===== config.mk =====
export PLATFORM = sky130hd
export DESIGN_NAME = rf_alu_sequencer
export DESIGN_NICKNAME = d
export VERILOG_FILES = /design/src/rtl/rf_seq_pkg.sv /design/src/rtl/rf_seq_alu.sv /design/src/rtl/rf_alu_sequencer.sv
export SDC_FILE = /design/constraint.sdc
export NUM_CORES = 1
export LEC_CHECK = 0
export ABC_CLOCK_PERIOD_IN_PS = 3020
export BUFFER_PORTS_ARGS = -buffer_cell sky130_fd_sc_hd__buf_2
export CORE_MARGIN = 4
export CORE_UTILIZATION = 52
export DETAILED_ROUTE_END_ITERATION = 10
export MAX_ROUTING_LAYER = met4
export PLACE_DENSITY = 0.78
export SYNTH_ARGS = -nofsm -noshare
export SYNTH_HDL_FRONTEND = slang
export SYNTH_HIERARCHICAL = 1
export SYNTH_SLANG_ARGS = --single-unit
export TNS_END_PERCENT = 1

===== constraint.sdc =====
create_clock -name Clock -period 3.02 [get_ports Clock]
set_input_delay 0.906 -clock Clock [delete_from_list [all_inputs] [get_ports Clock]]
set_output_delay 0.906 -clock Clock [all_outputs]
set_load 0.01 [all_outputs]

===== src/rtl/rf_seq_pkg.sv =====
// ---------------------------------------------------------------------------
// rf_seq_pkg
// Shared definitions for the register-file ALU sequencer:
//   DATA_W / ADDR_W : register width and register address width (64 x 16 RF)
//   opcode_t        : 3-bit instruction opcode
//   state_t         : sequencer FSM states
//   alu_out_t       : ALU result plus carry/borrow
// ---------------------------------------------------------------------------
package rf_seq_pkg;

    localparam int DATA_W = 16;
    localparam int ADDR_W = 6;

    typedef enum logic [2:0] {
        OP_NOP = 3'b000,
        OP_ADD = 3'b001,
        OP_SUB = 3'b010,
        OP_AND = 3'b011,
        OP_OR  = 3'b100,
        OP_XOR = 3'b101,
        OP_LDI = 3'b110,
        OP_MOV = 3'b111
    } opcode_t;

    typedef enum logic [1:0] {
        S_IDLE  = 2'd0,
        S_READ  = 2'd1,
        S_EXEC  = 2'd2,
        S_WRITE = 2'd3
    } state_t;

    typedef struct packed {
        logic [DATA_W-1:0] result;
        logic              carry;
    } alu_out_t;

endpackage


===== src/rtl/rf_seq_alu.sv =====
// ---------------------------------------------------------------------------
// rf_seq_alu
// Purely combinational ALU for the sequencer's EXEC stage.
// Ports:
//   op_i     : opcode (rf_seq_pkg::opcode_t encoding)
//   a_i, b_i : operands captured from the register file
//   imm_i    : immediate used by LDI
//   result_o : 16-bit result, modulo 2^DATA_W (NOP yields 0)
//   carry_o  : carry-out of ADD, borrow (a < b unsigned) of SUB, else 0
// ---------------------------------------------------------------------------
module rf_seq_alu
    import rf_seq_pkg::*;
(
    input  logic [2:0]        op_i,
    input  logic [DATA_W-1:0] a_i,
    input  logic [DATA_W-1:0] b_i,
    input  logic [DATA_W-1:0] imm_i,
    output logic [DATA_W-1:0] result_o,
    output logic              carry_o
);

    alu_out_t          res;
    logic [DATA_W:0]   wide;

    always_comb begin
        res  = '0;
        wide = '0;
        case (opcode_t'(op_i))
            OP_ADD: begin
                wide       = {1'b0, a_i} + {1'b0, b_i};
                res.result = wide[DATA_W-1:0];
                res.carry  = wide[DATA_W];
            end
            OP_SUB: begin
                // Top bit of the extended difference is the borrow (a < b).
                wide       = {1'b0, a_i} - {1'b0, b_i};
                res.result = wide[DATA_W-1:0];
                res.carry  = wide[DATA_W];
            end
            OP_AND:  res.result = a_i & b_i;
            OP_OR:   res.result = a_i | b_i;
            OP_XOR:  res.result = a_i ^ b_i;
            OP_LDI:  res.result = imm_i;
            OP_MOV:  res.result = a_i;
            default: res        = '0;
        endcase
    end

    assign result_o = res.result;
    assign carry_o  = res.carry;

endmodule


===== src/rtl/rf_alu_sequencer.sv =====
// ---------------------------------------------------------------------------
// rf_alu_sequencer
// Initiator-side controller for a 64x16 register file. Accepts one
// instruction over a valid/ready handshake, reads two source registers,
// computes an ALU result and writes it back through RF port A. One
// instruction every 4 cycles: IDLE -> READ -> EXEC -> WRITE -> IDLE.
//
// Optional feature: define RF_SEQ_FLAGS_EN to add registered ZeroFlag and
// CarryFlag outputs, updated at the edge that ends the WRITE cycle.
//
// Ports:
//   Clock, Reset           : clock (rising edge), async active-high reset
//   InstrValid/InstrReady  : instruction handshake
//   InstrOp/Dst/SrcA/SrcB/Imm : instruction fields
//   RfAddressA/B           : RF addresses (A is also the write address)
//   RfWriteData/WriteEnable: RF write port
//   RfReadDataA/B          : RF combinational read data
//   DoneValid/DoneResult   : completion pulse and result (result holds)
//   ZeroFlag/CarryFlag     : status flags (RF_SEQ_FLAGS_EN only)
// ---------------------------------------------------------------------------
module rf_alu_sequencer
    import rf_seq_pkg::*;
(
    input  logic              Clock,
    input  logic              Reset,
    input  logic              InstrValid,
    output logic              InstrReady,
    input  logic [2:0]        InstrOp,
    input  logic [ADDR_W-1:0] InstrDst,
    input  logic [ADDR_W-1:0] InstrSrcA,
    input  logic [ADDR_W-1:0] InstrSrcB,
    input  logic [DATA_W-1:0] InstrImm,
    output logic [ADDR_W-1:0] RfAddressA,
    output logic [ADDR_W-1:0] RfAddressB,
    output logic [DATA_W-1:0] RfWriteData,
    output logic              RfWriteEnable,
    input  logic [DATA_W-1:0] RfReadDataA,
    input  logic [DATA_W-1:0] RfReadDataB,
    output logic              DoneValid,
`ifdef RF_SEQ_FLAGS_EN
    output logic              ZeroFlag,
    output logic              CarryFlag,
`endif
    output logic [DATA_W-1:0] DoneResult
);

    state_t            state_q, state_d;
    opcode_t           op_q;
    logic [ADDR_W-1:0] dst_q, srca_q, srcb_q;
    logic [DATA_W-1:0] imm_q, opa_q, opb_q, result_q;

    logic              ready;
    logic              accept;
    logic [DATA_W-1:0] alu_result;
    logic              alu_carry;

    // Ready is gated by Reset so it reads 0 for the whole reset pulse even
    // though the state register already sits in IDLE.
    assign ready  = (state_q == S_IDLE) && !Reset;
    assign accept = InstrValid && ready;

    rf_seq_alu u_alu (
        .op_i     (op_q),
        .a_i      (opa_q),
        .b_i      (opb_q),
        .imm_i    (imm_q),
        .result_o (alu_result),
        .carry_o  (alu_carry)
    );

    always_ff @(posedge Clock or posedge Reset) begin
        if (Reset) begin
            state_q <= S_IDLE;
        end else begin
            state_q <= state_d;
        end
    end

    always_comb begin
        state_d       = state_q;
        InstrReady    = 1'b0;
        RfAddressA    = '0;
        RfAddressB    = '0;
        RfWriteData   = '0;
        RfWriteEnable = 1'b0;
        DoneValid     = 1'b0;
        case (state_q)
            S_IDLE: begin
                InstrReady = ready;
                if (accept) begin
                    state_d = S_READ;
                end
            end
            S_READ: begin
                RfAddressA = srca_q;
                RfAddressB = srcb_q;
                state_d    = S_EXEC;
            end
            S_EXEC: begin
                state_d = S_WRITE;
            end
            S_WRITE: begin
                RfAddressA    = dst_q;
                RfWriteData   = result_q;
                RfWriteEnable = (op_q != OP_NOP);
                DoneValid     = 1'b1;
                state_d       = S_IDLE;
            end
            default: state_d = S_IDLE;
        endcase
    end

    always_ff @(posedge Clock or posedge Reset) begin
        if (Reset) begin
            op_q     <= OP_NOP;
            dst_q    <= '0;
            srca_q   <= '0;
            srcb_q   <= '0;
            imm_q    <= '0;
            opa_q    <= '0;
            opb_q    <= '0;
            result_q <= '0;
        end else begin
            if (accept) begin
                op_q   <= opcode_t'(InstrOp);
                dst_q  <= InstrDst;
                srca_q <= InstrSrcA;
                srcb_q <= InstrSrcB;
                imm_q  <= InstrImm;
            end
            // Operands are sampled before any write-back, so Dst==Src uses
            // the old register value.
            if (state_q == S_READ) begin
                opa_q <= RfReadDataA;
                opb_q <= RfReadDataB;
            end
            if (state_q == S_EXEC) begin
                result_q <= alu_result;
            end
        end
    end

    // result_q only changes at the EXEC edge, so it doubles as the
    // held DoneResult between completions.
    assign DoneResult = result_q;

`ifdef RF_SEQ_FLAGS_EN
    logic carry_q;
    logic zero_flag_q, carry_flag_q;

    always_ff @(posedge Clock or posedge Reset) begin
        if (Reset) begin
            carry_q      <= 1'b0;
            zero_flag_q  <= 1'b0;
            carry_flag_q <= 1'b0;
        end else begin
            if (state_q == S_EXEC) begin
                carry_q <= alu_carry;
            end
            // ALU drives carry 0 for logic/LDI/MOV, which clears the flag.
            if (state_q == S_WRITE && op_q != OP_NOP) begin
                zero_flag_q  <= (result_q == '0);
                carry_flag_q <= carry_q;
            end
        end
    end

    assign ZeroFlag  = zero_flag_q;
    assign CarryFlag = carry_flag_q;
`else
    logic carry_unused;
    assign carry_unused = alu_carry;
`endif

endmodule

## Word level (Yosys, flattened, before mapping)

Cells that the tools add are included.

- Register bits: 87
- Output and inout port bits: 47
- Logic and storage cells: 39

- $add $sub $neg: 2
- Equality and inequality tests: 11
- Muxes and demuxes: 9
- Bitwise operators: 3
- Reduce and logical (&&, ||, !) cells: 5

Operators with widths:

| cell | count |
|---|---|
| $pmux 16 s7 | 1 |
| $add 16x16->16 | 1 |
| $and 16x16->16 | 1 |
| $mux 16 | 1 |
| $or 16x16->16 | 1 |
| $sub 16x16->16 | 1 |
| $xor 16x16->16 | 1 |
| $eq 3x3->1 const B | 4 |
| $pmux 6 s2 | 1 |
| $pmux 2 s4 | 1 |
| $eq 3x2->1 const B | 2 |
| $mux 6 | 1 |
| $eq 2x2->1 const B | 2 |
| $eq 3x1->1 const B | 1 |
| $mux 1 | 3 |
| $reduce_bool 3->1 | 1 |
| $eq 2x1->1 const B | 1 |
| $logic_and 1x1->1 | 2 |
| $logic_not 2->1 | 1 |
| $mux 2 | 1 |
| $ne 2x2->1 const B | 1 |
| $logic_not 1->1 | 1 |

## Depth between registers and ports, before layout

Gate-level depths: netlist of the first run.

- Depth after elaboration: 5
- Depth in mapped cells: 10
- Gate-level depth less buffers: 10

## By module

The synthesis of the first run kept the hierarchy.

By module, submodules not included:

| module | instances | cells each | area each (um^2) | sequential area each (um^2) |
|---|---|---|---|---|
| rf_alu_sequencer | 1 | 238 | 3,577.2 | 2,177.1 |
| rf_seq_alu | 1 | 437 | 2,937.8 | 0.0 |

## Least setup slack after synthesis of the first run

No wires, ideal clock.

- Kind: input-to-reg
- Start: input Reset
- End: register state_q[1]
- Arrival time: 3.389 ns
- Required time: 2.895 ns
- Slack: -0.494 ns
- Cell stages on the path: 3
- Buffers on the path: 0
- Path through: inv_1 -> a21boi_0 -> mux2_2

- Cells in the longest elaborated chain, start to end: 4

Ends and longest elaborated chain:

| item | line | source |
|---|---|---|
| start, declared | rf_alu_sequencer.sv:25 | `input logic Reset,` |
| $logic_not 1->1 (no line) | n/a |  |
| $logic_and 1x1->1 | rf_alu_sequencer.sv:59 | `assign ready = (state_q == S_IDLE) && !Reset;` |
| $logic_and 1x1->1 | rf_alu_sequencer.sv:60 | `assign accept = InstrValid && ready;` |
| $ne 2x2->1 (no line) | n/a |  |
| end signal, assigned | rf_alu_sequencer.sv:75 | `state_q <= state_d;` |
| end, declared | rf_alu_sequencer.sv:47 | `state_t state_q, state_d;` |

No other way between the ends.
A chain may end at the register's enable or synchronous reset.

## Worst setup path after layout of the first run

- Start: register state_q[0]
- End: output RfAddressA[3]

- Cells in the longest elaborated chain, start to end: 2

Ends and longest elaborated chain:

| item | line | source |
|---|---|---|
| $eq 2x2->1 / $eq 2x1->1 (equally long branches) | rf_alu_sequencer.sv:87 | `case (state_q)` |
| $pmux 6 s2 * | rf_alu_sequencer.sv:87 |  |
| end, declared | rf_alu_sequencer.sv:33 | `output logic [ADDR_W-1:0] RfAddressA,` |

Every way passes the cells marked *; elsewhere a longest branch is shown, timed or not.

==> results of run 1 <==
==> per-stage QoR <==
step	cells	util [%]	total power (W)	setup WS (ns)
floorplan	666	-	0.00717	0.0688
CTS	956	63.0	0.0105	0.163
finish	957	63.1	0.0107	0.163
global route	956	63.0	0.0114	0.00984
global placement	940	60.4	0.00910	0.244
detailed placement	940	60.4	0.00928	0.186
==> power by group <==
| group | total, W | internal (W) | switching, W | leakage (nW) |
|---|---|---|---|---|
| sequential | 0.00231 | 0.00178 | 0.000536 | 1.03 |
| combinational | 0.00716 | 0.00310 | 0.00406 | 2.49 |
| clock | 0.00119 | 0.000661 | 0.000528 | 0.150 |
| total | 0.0107 | 0.00553 | 0.00512 | 3.67 |
==> area by class of cell <==
type                            count  area (um2)  area share (%)
Multi-Input combinational cell    493        3920            51.5
Sequential cell                    87        2180            28.6
Timing Repair Buffer              143         803            10.6
Clock buffer                        9         225            2.96
Tap cell                          168         210            2.76
Inverter                           49         188            2.47
Clock inverter                      7        86.3            1.13
Antenna cell                        1        2.50          0.0329
==> sequential cells by signal, indices dropped and copies added (netlist names) <==
| signal | count |
|---|---|
| opa_q | 16 |
| dst_q | 6 |
| imm_q | 16 |
| op_q | 3 |
| DoneResult | 16 |
| srca_q | 6 |
| opb_q | 16 |
| state_q | 2 |
| srcb_q | 6 |
==> layout by cell type (no fill, tap or decap), types with 5 or more instances in the layout <==
cell                        count
sky130_fd_sc_hd__a211oi_1       9
sky130_fd_sc_hd__a21o_1        10
sky130_fd_sc_hd__a21oi_1       48
sky130_fd_sc_hd__a221o_1        5
sky130_fd_sc_hd__a22o_1         7
sky130_fd_sc_hd__a22oi_1        5
sky130_fd_sc_hd__and2_1        23
sky130_fd_sc_hd__buf_2        118
sky130_fd_sc_hd__buf_4         23
sky130_fd_sc_hd__clkbuf_16      9
sky130_fd_sc_hd__dfrtp_1       87
sky130_fd_sc_hd__ha_1          53
sky130_fd_sc_hd__inv_1         46
sky130_fd_sc_hd__mux2_2        86
sky130_fd_sc_hd__mux2i_1       13
sky130_fd_sc_hd__nand2_1       29
sky130_fd_sc_hd__nand2b_1      10
sky130_fd_sc_hd__nand3_1        8
sky130_fd_sc_hd__nor2_1        39
sky130_fd_sc_hd__nor2b_1       12
sky130_fd_sc_hd__nor3_1         6
sky130_fd_sc_hd__o211ai_1      15
sky130_fd_sc_hd__o21ai_0       32
==> worst paths after layout <==
path                                       end  cells past startpoint
worst max-delay path             RfAddressA[3]                      5
worst min-delay path                 srcb_q[1]                      1
worst max register to register  DoneResult[15]                      9
worst min register to register       srcb_q[1]                      1
max in group asynchronous             opa_q[6]                      4
min in group asynchronous            srcb_q[5]                      3
==> routing by layer <==
| layer | routed length [um] | part of all wire [%] | vias up |
|---|---|---|---|
| met1 | 8340 | 45 | 2807 |
| met4 | 276 | 1.5 | 0 |
| met5 | 0 | 0 | - |
| li1 | - | - | 2649 |
| met3 | 1630 | 8.8 | 29 |
| met2 | 8310 | 45 | 243 |
==> worst max-delay path, stage by stage, from the launching register on <==
cell and delay, ns:
sky130_fd_sc_hd__dfrtp_1 0.43, sky130_fd_sc_hd__ha_2 0.43, sky130_fd_sc_hd__and2_1 0.30, sky130_fd_sc_hd__a21oi_1 0.11
sky130_fd_sc_hd__nor2_1 0.17, sky130_fd_sc_hd__buf_2 0.16
==> timing repair <==
item                       4_1_cts  5_1_grt
setup buffers                    0        0
gates resized for setup          1        1
setup endpoints to repair        1        1
==> reports/metrics.cfg, run 1 <==
[run_status]
run_status = completed

[timing]
timing.final.max_slew_violations = 0
worstMarginPinSlew_ns = 1.14
clock_skew_ns = 0.00979
timing.final.hold_violations = 0
layout_min_cycle_time_ns = 2.86
timing.max_slew.rel_slack_pct = 24.0
finalCritPeriodShare_pct = 94.6
timing.setup.tns_ns = 0
clock.fmax_ghz = 0.350
unrepaired_setup_endpoints_after_global_routing = false
setup_viol = 0
worst_hold_slack_ns = 0.504

[layout]
finish.net_count = 912
final.fill_count = 978
layout-area-overhead-vs-synth_pct = 18.0
finalInstanceArea_mm2 = 0.00761
drive_above_1_share_pct = 33.8

[floorplanning]
io-pin-count = 119
die_height_um = 119
area_of_the_die_mm2 = 0.0142
placementRows = 40
chipWidth_um = 119
core_mm2 = 0.0121
effective_utilization_at_floorplan_pct = 53.5

[logic_synthesis]
postSynthNetCount = 795
cell_area_after_technology_mapping_mm2 = 0.00645
syn_inst = 666
synthesis.yosys.warnings = 6
post_synth.cell_area_avg_um2 = 9.68

[global_routing]
gr-usage-met2_pct = 40.2
grt_start_max_net_pins = 53
grt_util_met3_pct = 6.51
met1_usage_pct = 36.0
grtUsageTotal_pct = 26.7
gr-max-usage-layer = met2
globalRouteOverflowTotal = 0
grt_pass1_vias = 5701
grt_first_pass_wirelength_mm = 29.4
antenna_found_initial = 0

[route]
drt-wirelength-per-cell_um = 19.4
routed_wl_mm = 18.6
detailedRoute.firstIterationViolations = 370
detailroute.via_count = 5728
residual_drc = 0
final_antenna_net_count = 0
vias_per_cell = 5.99
firstDrtPassIters = 5

[critical_path]
crit-reg2reg-launch = opa_q[1]
crit_arrival_ns = 1.95
cp.required_ns = 2.11
worst_path_fanout_max = 19
startpoint = state_q[0]
crit_type = reg2out
crit_path_launch_type = flip-flop
r2r_slack_ns = 0.18
worst_setup_path_end_kind = output port

[cts]
clk_root_buffer_cell = sky130_fd_sc_hd__clkbuf_16
cts_h_tree_lvls = 3
cts.clk_slew.worst_paths_ns = 0.07
clk_latency_ns = 0.35
cts_buffers = 9
clk_path_buf_depth = 2
tritoncts = built
clock-sinks = 87
cts_hold_repair.buffers = 0

[place]
detailed_place_hpwl_mm = 13.6
placement.io_buffers = 118
placed_area_mm2 = 0.00729
gp_routability_congestion = 1.00

[worst_hold_path]
timing.hold.worst.start = srcb_q[1]
min-delay-path-class = reg2reg

[job]
cap_violations = 0

[power_and_ir_drop]
power_density_mw_per_mm2 = 1400
peakVddDrop_uv = 930
cellLeakagePower_nw = 3.67

Note: power is estimated with default switching activity, not from simulation.
==> run 2: changes to the inputs <==
--- a/config.mk
+++ b/config.mk
@@ -7,11 +7,13 @@
 export LEC_CHECK = 0
 export ABC_CLOCK_PERIOD_IN_PS = 3020
 export BUFFER_PORTS_ARGS = -buffer_cell sky130_fd_sc_hd__buf_2
+export CELL_PAD_IN_SITES_DETAIL_PLACEMENT = 1
+export CELL_PAD_IN_SITES_GLOBAL_PLACEMENT = 2
 export CORE_MARGIN = 4
-export CORE_UTILIZATION = 52
+export CORE_UTILIZATION = 32
 export DETAILED_ROUTE_END_ITERATION = 10
 export MAX_ROUTING_LAYER = met4
-export PLACE_DENSITY = 0.78
+export PLACE_DENSITY_LB_ADDON = 0.1
 export SYNTH_ARGS = -nofsm -noshare
 export SYNTH_HDL_FRONTEND = slang
 export SYNTH_HIERARCHICAL = 1
==> reports/metrics.cfg, run 2 (synthesis results as in run 1) <==
[timing]
clock_skew_ns = 0.00949  ; was 0.00979 ns
worst_hold_slack_ns = 0.507  ; was 0.504 ns
unrepaired_setup_endpoints_after_global_routing = true  ; was false
timing.final.hold_violations = 0  ; unchanged
finalCritPeriodShare_pct = 94.3  ; was 94.6%
clock.fmax_ghz = 0.351  ; was 0.350 GHz
worstMarginPinSlew_ns = 0.579  ; was 1.14 ns
post-route-worst-setup-slack_ns = 0.172  ; was 0.163 ns
timing.final.max_slew_violations = 0  ; unchanged
layout_min_cycle_time_ns = 2.85  ; was 2.86 ns
timing.max_slew.rel_slack_pct = 61.4  ; was 24.0%
setup_viol = 0  ; unchanged

[route]
vias_per_cell = 5.26  ; was 5.99
residual_drc = 0  ; unchanged
drt-wirelength-per-cell_um = 20.0  ; was 19.4 um
firstDrtPassIters = 4  ; was 5
detailroute.via_count = 5618  ; was 5728
routed_wl_mm = 21.3  ; was 18.6 mm
final_antenna_net_count = 0  ; unchanged
detailedRoute.firstIterationViolations = 210  ; was 370

[run_status]
run_status = completed  ; unchanged

[worst_hold_path]
min-delay-path-class = reg2reg  ; unchanged

[layout]
drive_above_1_share_pct = 35.3  ; was 33.8%
multiInputGateArea_mm2 = 0.00394  ; was 0.00392 mm2
layout.cells.most_common = sky130_fd_sc_hd__buf_2  ; unchanged
layout-area-overhead-vs-synth_pct = 21.5  ; was 18.0%
final.fill_count = 2331  ; was 978
final_cell_mix = sky130_fd_sc_hd__buf_2, sky130_fd_sc_hd__dfrtp_1, sky130_fd_sc_hd__mux2_2  ; unchanged
finish.net_count = 925  ; was 912
sequential_cell_area_mm2 = 0.00218  ; unchanged

[cts]
cts_buffers = 9  ; unchanged
clock-sinks = 87  ; unchanged
clk_root_buffer_cell = sky130_fd_sc_hd__clkbuf_16  ; unchanged
cts_hold_repair.buffers = 0  ; unchanged
cts.repair_timing.setup_buffer_count = 0  ; unchanged
clk_path_buf_depth = 2  ; unchanged
clk_latency_ns = 0.36  ; was 0.35 ns
tritoncts = built  ; unchanged
cts.clk_slew.worst_paths_ns = 0.08  ; was 0.07 ns
ctsResizeCount = 1  ; unchanged
cts_h_tree_lvls = 3  ; unchanged

[critical_path]
worst_path_fanout_max = 18  ; was 19
cp.required_ns = 2.11  ; about the same
crit_type = reg2out  ; unchanged
worst_setup_path_end_kind = output port  ; unchanged
crit_arrival_ns = 1.94  ; was 1.95 ns
crit_path_launch_type = flip-flop  ; unchanged

[floorplanning]
die_height_um = 150  ; was 119 um
chipWidth_um = 150  ; was 119 um
area_of_the_die_mm2 = 0.0225  ; was 0.0142 mm2
io-pin-count = 119  ; unchanged
core_mm2 = 0.0197  ; was 0.0121 mm2
placementRows = 51  ; was 40
effective_utilization_at_floorplan_pct = 32.8  ; was 53.5%

[power_and_ir_drop]
peakVddDrop_uv = 418  ; was 930 uV
power.total_w = 0.0110  ; was 0.0107 W
power_density_mw_per_mm2 = 1400  ; about the same
cellLeakagePower_nw = 3.72  ; was 3.67 nW

[job]
cap_violations = 0  ; unchanged

[global_routing]
grt_start_max_net_pins = 42  ; was 53
antenna_found_initial = 2  ; was 0
grt_pass1_vias = 6024  ; was 5701
grtUsageTotal_pct = 19.8  ; was 26.7%
globalRouteOverflowTotal = 0  ; unchanged
grt_first_pass_wirelength_mm = 33.6  ; was 29.4 mm

[place]
gp_routability_congestion = 0.870  ; was 1.00
detailed_place_hpwl_mm = 16.4  ; was 13.6 mm
placement.io_buffers = 118  ; unchanged
pre_cts_ws_ns = 0.127  ; was 0.186 ns

[run 2: layer usage]
metal | routed length, um | share of wire (%) | up-vias | GRT usage [%]
li1 | - | - | 2667 | -
met1 | 10300 | 48 | 2813 | 27.4
met2 | 9950 | 47 | 127 | 31.2
met3 | 873 | 4.1 | 11 | 3.09
met4 | 182 | 0.85 | 0 | 3.61
met5 | 0 | 0 | - | -
[run 2: worst paths after layout]
check                                 from       endpoint  slack, ns  cells after the start
max in group asynchronous            Reset       imm_q[8]       1.70                      3
worst max-delay path            state_q[0]  RfAddressA[5]       0.17                      5
worst max register to register    opa_q[6]  DoneResult[9]       0.23                      9
worst min-delay path             srcb_q[4]      srcb_q[4]       0.51                      1
worst min register to register   srcb_q[4]      srcb_q[4]       0.51                      1
min in group asynchronous            Reset      srca_q[3]       0.55                      2
[run 2: layout make-up]
cell class                 instances  share of cell area [%]
antenna                            2                  0.0639
inverter                          49                    2.44
tap                              265                    4.23
sequential                        87                    27.8
multi-input combinational        493                    50.3
clock buffer                       9                    2.87
timing repair buffer             156                    11.3
clock inverter                     7                   0.958
[run 2: power by group]
| group | switching, W | internal (W) |
|---|---|---|
| Combinational | 0.00428 | 0.00323 |
| Clock | 0.000590 | 0.000589 |
| Sequential | 0.000495 | 0.00178 |
[run 2: worst max-delay path, stage by stage (launching register included)]
cell,delay [ns]
sky130_fd_sc_hd__dfrtp_1,0.44
sky130_fd_sc_hd__ha_2,0.46
sky130_fd_sc_hd__and2_1,0.30
sky130_fd_sc_hd__a21oi_1,0.10
sky130_fd_sc_hd__nor2_1,0.14
sky130_fd_sc_hd__buf_2,0.15
[run 2: stage by stage]
| step | cells | util, % | TNS [ns] | instance area (um2) |
|---|---|---|---|---|
| floorplan | 666 | - | 0 | 6450 |
| global placement | 1050 | 38.1 | 0 | 7490 |
| detailed placement | 1050 | 38.1 | 0 | 7490 |
| CTS | 1066 | 39.7 | 0 | 7790 |
| global route | 1068 | 39.9 | -0.0652 | 7840 |
| finish | 1068 | 39.9 | 0 | 7840 |
==> run 3: changes to the inputs <==
==> constraint.sdc (replaced) <==
create_clock -name Clock -period 3.02 [get_ports Clock]
set_input_delay 0.906 -clock Clock [delete_from_list [all_inputs] [get_ports Clock]]
set_output_delay 0.906 -clock Clock [all_outputs]
set_load 0.05 [all_outputs]
==> reports/metrics.cfg, run 3 (synthesis results as in run 1) <==
[cts]
clk_path_buf_depth = 2  ; unchanged
cts_h_tree_lvls = 3  ; unchanged
clk_latency_ns = 0.36  ; about the same
tritoncts = built  ; unchanged
clk_root_buffer_cell = sky130_fd_sc_hd__clkbuf_16  ; unchanged
cts_buffers = 9  ; unchanged
clock-sinks = 87  ; unchanged
cts.clk_slew.worst_paths_ns = 0.07  ; was 0.08 ns

[critical_path]
crit_arrival_ns = 3.15  ; was 1.94 ns
crit_path_launch_type = flip-flop  ; unchanged
timing.rr.end = DoneResult[6]  ; was DoneResult[9]
crit-reg2reg-launch = opa_q[0]  ; was opa_q[6]
r2r_slack_ns = 0.12  ; was 0.23 ns
path_depth = 11  ; was 5
worst-r2r-cell-count = 11  ; was 9
worst_path_fanout_max = 3  ; was 18
cp.required_ns = 3.27  ; was 2.11 ns
path_cells = buf_4 -> ha_1 -> inv_1 -> fa_1 -> nor2b_1 -> o31a_1 -> o21ai_0 -> a211oi_1 -> o41ai_1 -> o311ai_0 -> mux2_2  ; was ha_2 -> and2_1 -> a21oi_1 -> nor2_1 -> buf_2
critical-path-max-stage-delay_ns = 0.38  ; was 0.46 ns
cp_top_family = compound AO/OA/AOI/OAI gates  ; was adder cells
critical-path-slowest-cell = sky130_fd_sc_hd__dfrtp_1  ; was sky130_fd_sc_hd__ha_2
crit_type = reg2reg  ; was reg2out
worst_setup_path_end_kind = flip-flop  ; was output port
worstPathBufferInverterCount = 2  ; was 1

[route]
detailedRoute.firstIterationViolations = 220  ; was 210
detailroute.via_count = 5576  ; was 5618
routed_wl_mm = 21.7  ; was 21.3 mm
firstDrtPassIters = 4  ; unchanged
drt-wirelength-per-cell_um = 20.3  ; was 20.0 um
vias_per_cell = 5.23  ; was 5.26
residual_drc = 0  ; unchanged
final_antenna_net_count = 0  ; unchanged

[place]
detailed_place_hpwl_mm = 16.5  ; was 16.4 mm
placement.io_buffers = 118  ; unchanged
placed_area_mm2 = 0.00747  ; was 0.00749 mm2
dpl.cell_count = 1049  ; was 1050
gp_routability_congestion = 0.857  ; was 0.870

[floorplanning]
io-pin-count = 119  ; unchanged
die_height_um = 150  ; unchanged
area_of_the_die_mm2 = 0.0225  ; unchanged
chipWidth_um = 150  ; unchanged
core_mm2 = 0.0197  ; unchanged
placementRows = 51  ; unchanged
effective_utilization_at_floorplan_pct = 32.8  ; unchanged

[timing]
timing.max_slew.rel_slack_pct = 61.1  ; was 61.4%
timing.final.max_slew_violations = 0  ; unchanged
layout_min_cycle_time_ns = 2.90  ; was 2.85 ns
worst_hold_slack_ns = 0.508  ; was 0.507 ns
clock.fmax_ghz = 0.345  ; was 0.351 GHz
worstMarginPinSlew_ns = 0.576  ; was 0.579 ns
finalCritPeriodShare_pct = 95.9  ; was 94.3%
clock_skew_ns = 0.00687  ; was 0.00949 ns
unrepaired_setup_endpoints_after_global_routing = true  ; unchanged
setup_viol = 0  ; unchanged
timing.final.hold_violations = 0  ; unchanged

[worst_hold_path]
timing.hold.worst.start = srcb_q[3]  ; was srcb_q[4]
timing.hold.worst_endpoint = srcb_q[3]  ; was srcb_q[4]
hold_depth = 1  ; unchanged
min-delay-path-class = reg2reg  ; unchanged

[run_status]
run_status = completed  ; unchanged

[global_routing]
grt_start_max_net_pins = 41  ; was 42
antenna_found_initial = 2  ; unchanged
grtUsageTotal_pct = 20.3  ; was 19.8%
grt_pass1_vias = 6095  ; was 6024
grt_first_pass_wirelength_mm = 34.5  ; was 33.6 mm
globalRouteOverflowTotal = 0  ; unchanged

[layout]
final_cell_mix = sky130_fd_sc_hd__buf_2, sky130_fd_sc_hd__dfrtp_1, sky130_fd_sc_hd__mux2_2  ; unchanged
drive_above_1_share_pct = 35.0  ; was 35.3%
final.fill_count = 2348  ; was 2331
layout-area-overhead-vs-synth_pct = 20.9  ; was 21.5%
finish.net_count = 924  ; was 925
finalInstanceArea_mm2 = 0.00779  ; was 0.00784 mm2
fin_cells = 1067  ; was 1068
layout.cells.most_common = sky130_fd_sc_hd__buf_2  ; unchanged

[job]
cap_violations = 0  ; unchanged

==> run 3: cell types whose count changed in the layout (fill, tap and decap cells not counted) <==
| cell | previous run | this run |
|---|---|---|
| sky130_fd_sc_hd__inv_6 | 1 | 0 |
| sky130_fd_sc_hd__a211oi_1 | 8 | 9 |
| sky130_fd_sc_hd__a211oi_2 | 1 | 0 |
| sky130_fd_sc_hd__buf_12 | 1 | 0 |
| sky130_fd_sc_hd__a2111oi_4 | 1 | 0 |
| sky130_fd_sc_hd__o21ai_1 | 0 | 1 |
| sky130_fd_sc_hd__clkinv_4 | 1 | 2 |
| sky130_fd_sc_hd__clkinvlp_4 | 3 | 2 |
| sky130_fd_sc_hd__clkinv_1 | 0 | 1 |
| sky130_fd_sc_hd__a2111oi_2 | 1 | 2 |
| sky130_fd_sc_hd__o21ai_0 | 32 | 31 |
==> run 3: how the worst max path moves through the flow <==
stage / startpoint / end / slack (ns)
6_report: opa_q[0] / DoneResult[6] / 0.12
3_5_place_dp: opa_q[0] / DoneResult[12] / 0.14
4_1_cts: state_q[0] / RfAddressA[5] / 0.1
3_3_place_gp: opa_q[0] / DoneResult[12] / 0.20
5_1_grt: state_q[1] / RfAddressA[2] / -0.005
2_1_floorplan: Reset / state_q[1] / 0.07
==> run 3: cell type report <==
| cell class | count | area [um2] | share of cell area [%] |
|---|---|---|---|
| clock inverter | 7 | 75.1 | 0.963 |
| sequential | 87 | 2180 | 27.9 |
| clock buffer | 9 | 225 | 2.89 |
| tap | 265 | 332 | 4.25 |
| multi-input combinational | 493 | 3920 | 50.3 |
| inverter | 49 | 188 | 2.41 |
| antenna | 2 | 5.00 | 0.0642 |
| timing repair buffer | 155 | 868 | 11.1 |
==> run 3: through the flow <==
stage | utilization (%) | setup WS, ns | TNS [ns]
after CTS | 39.5 | 0.0956 | 0
final | 39.7 | 0.122 | 0
after detailed placement | 38.0 | 0.141 | 0
after global placement | 38.0 | 0.198 | 0
after floorplan | - | 0.0688 | 0
after global routing | 39.7 | -0.00471 | -0.00471
==> run 3: metal layers <==
metal / share of wire (%) / up-vias / global-route usage, % / wire, um
met1: 49 / 2781 / 27.5 / 10700
met3: 4.0 / 13 / 3.36 / 876
met2: 46 / 113 / 32.0 / 9950
li1: - / 2669 / - / -
met4: 0.76 / 0 / 4.30 / 164
met5: 0 / - / - / 0
==> run 3: what timing repair did <==
item / CTS / global route
resized for setup: 0 / 5
endpoints found under the setup margin: 0 / 8
hold buffers: 0 / 0
buffers inserted: 0 / 0
endpoints found under the hold margin: 0 / 0
Power of run 3 is left out: the tool's default activity adds up to more than one toggle a clock period on the data nets, which glitch-free logic cannot reach.
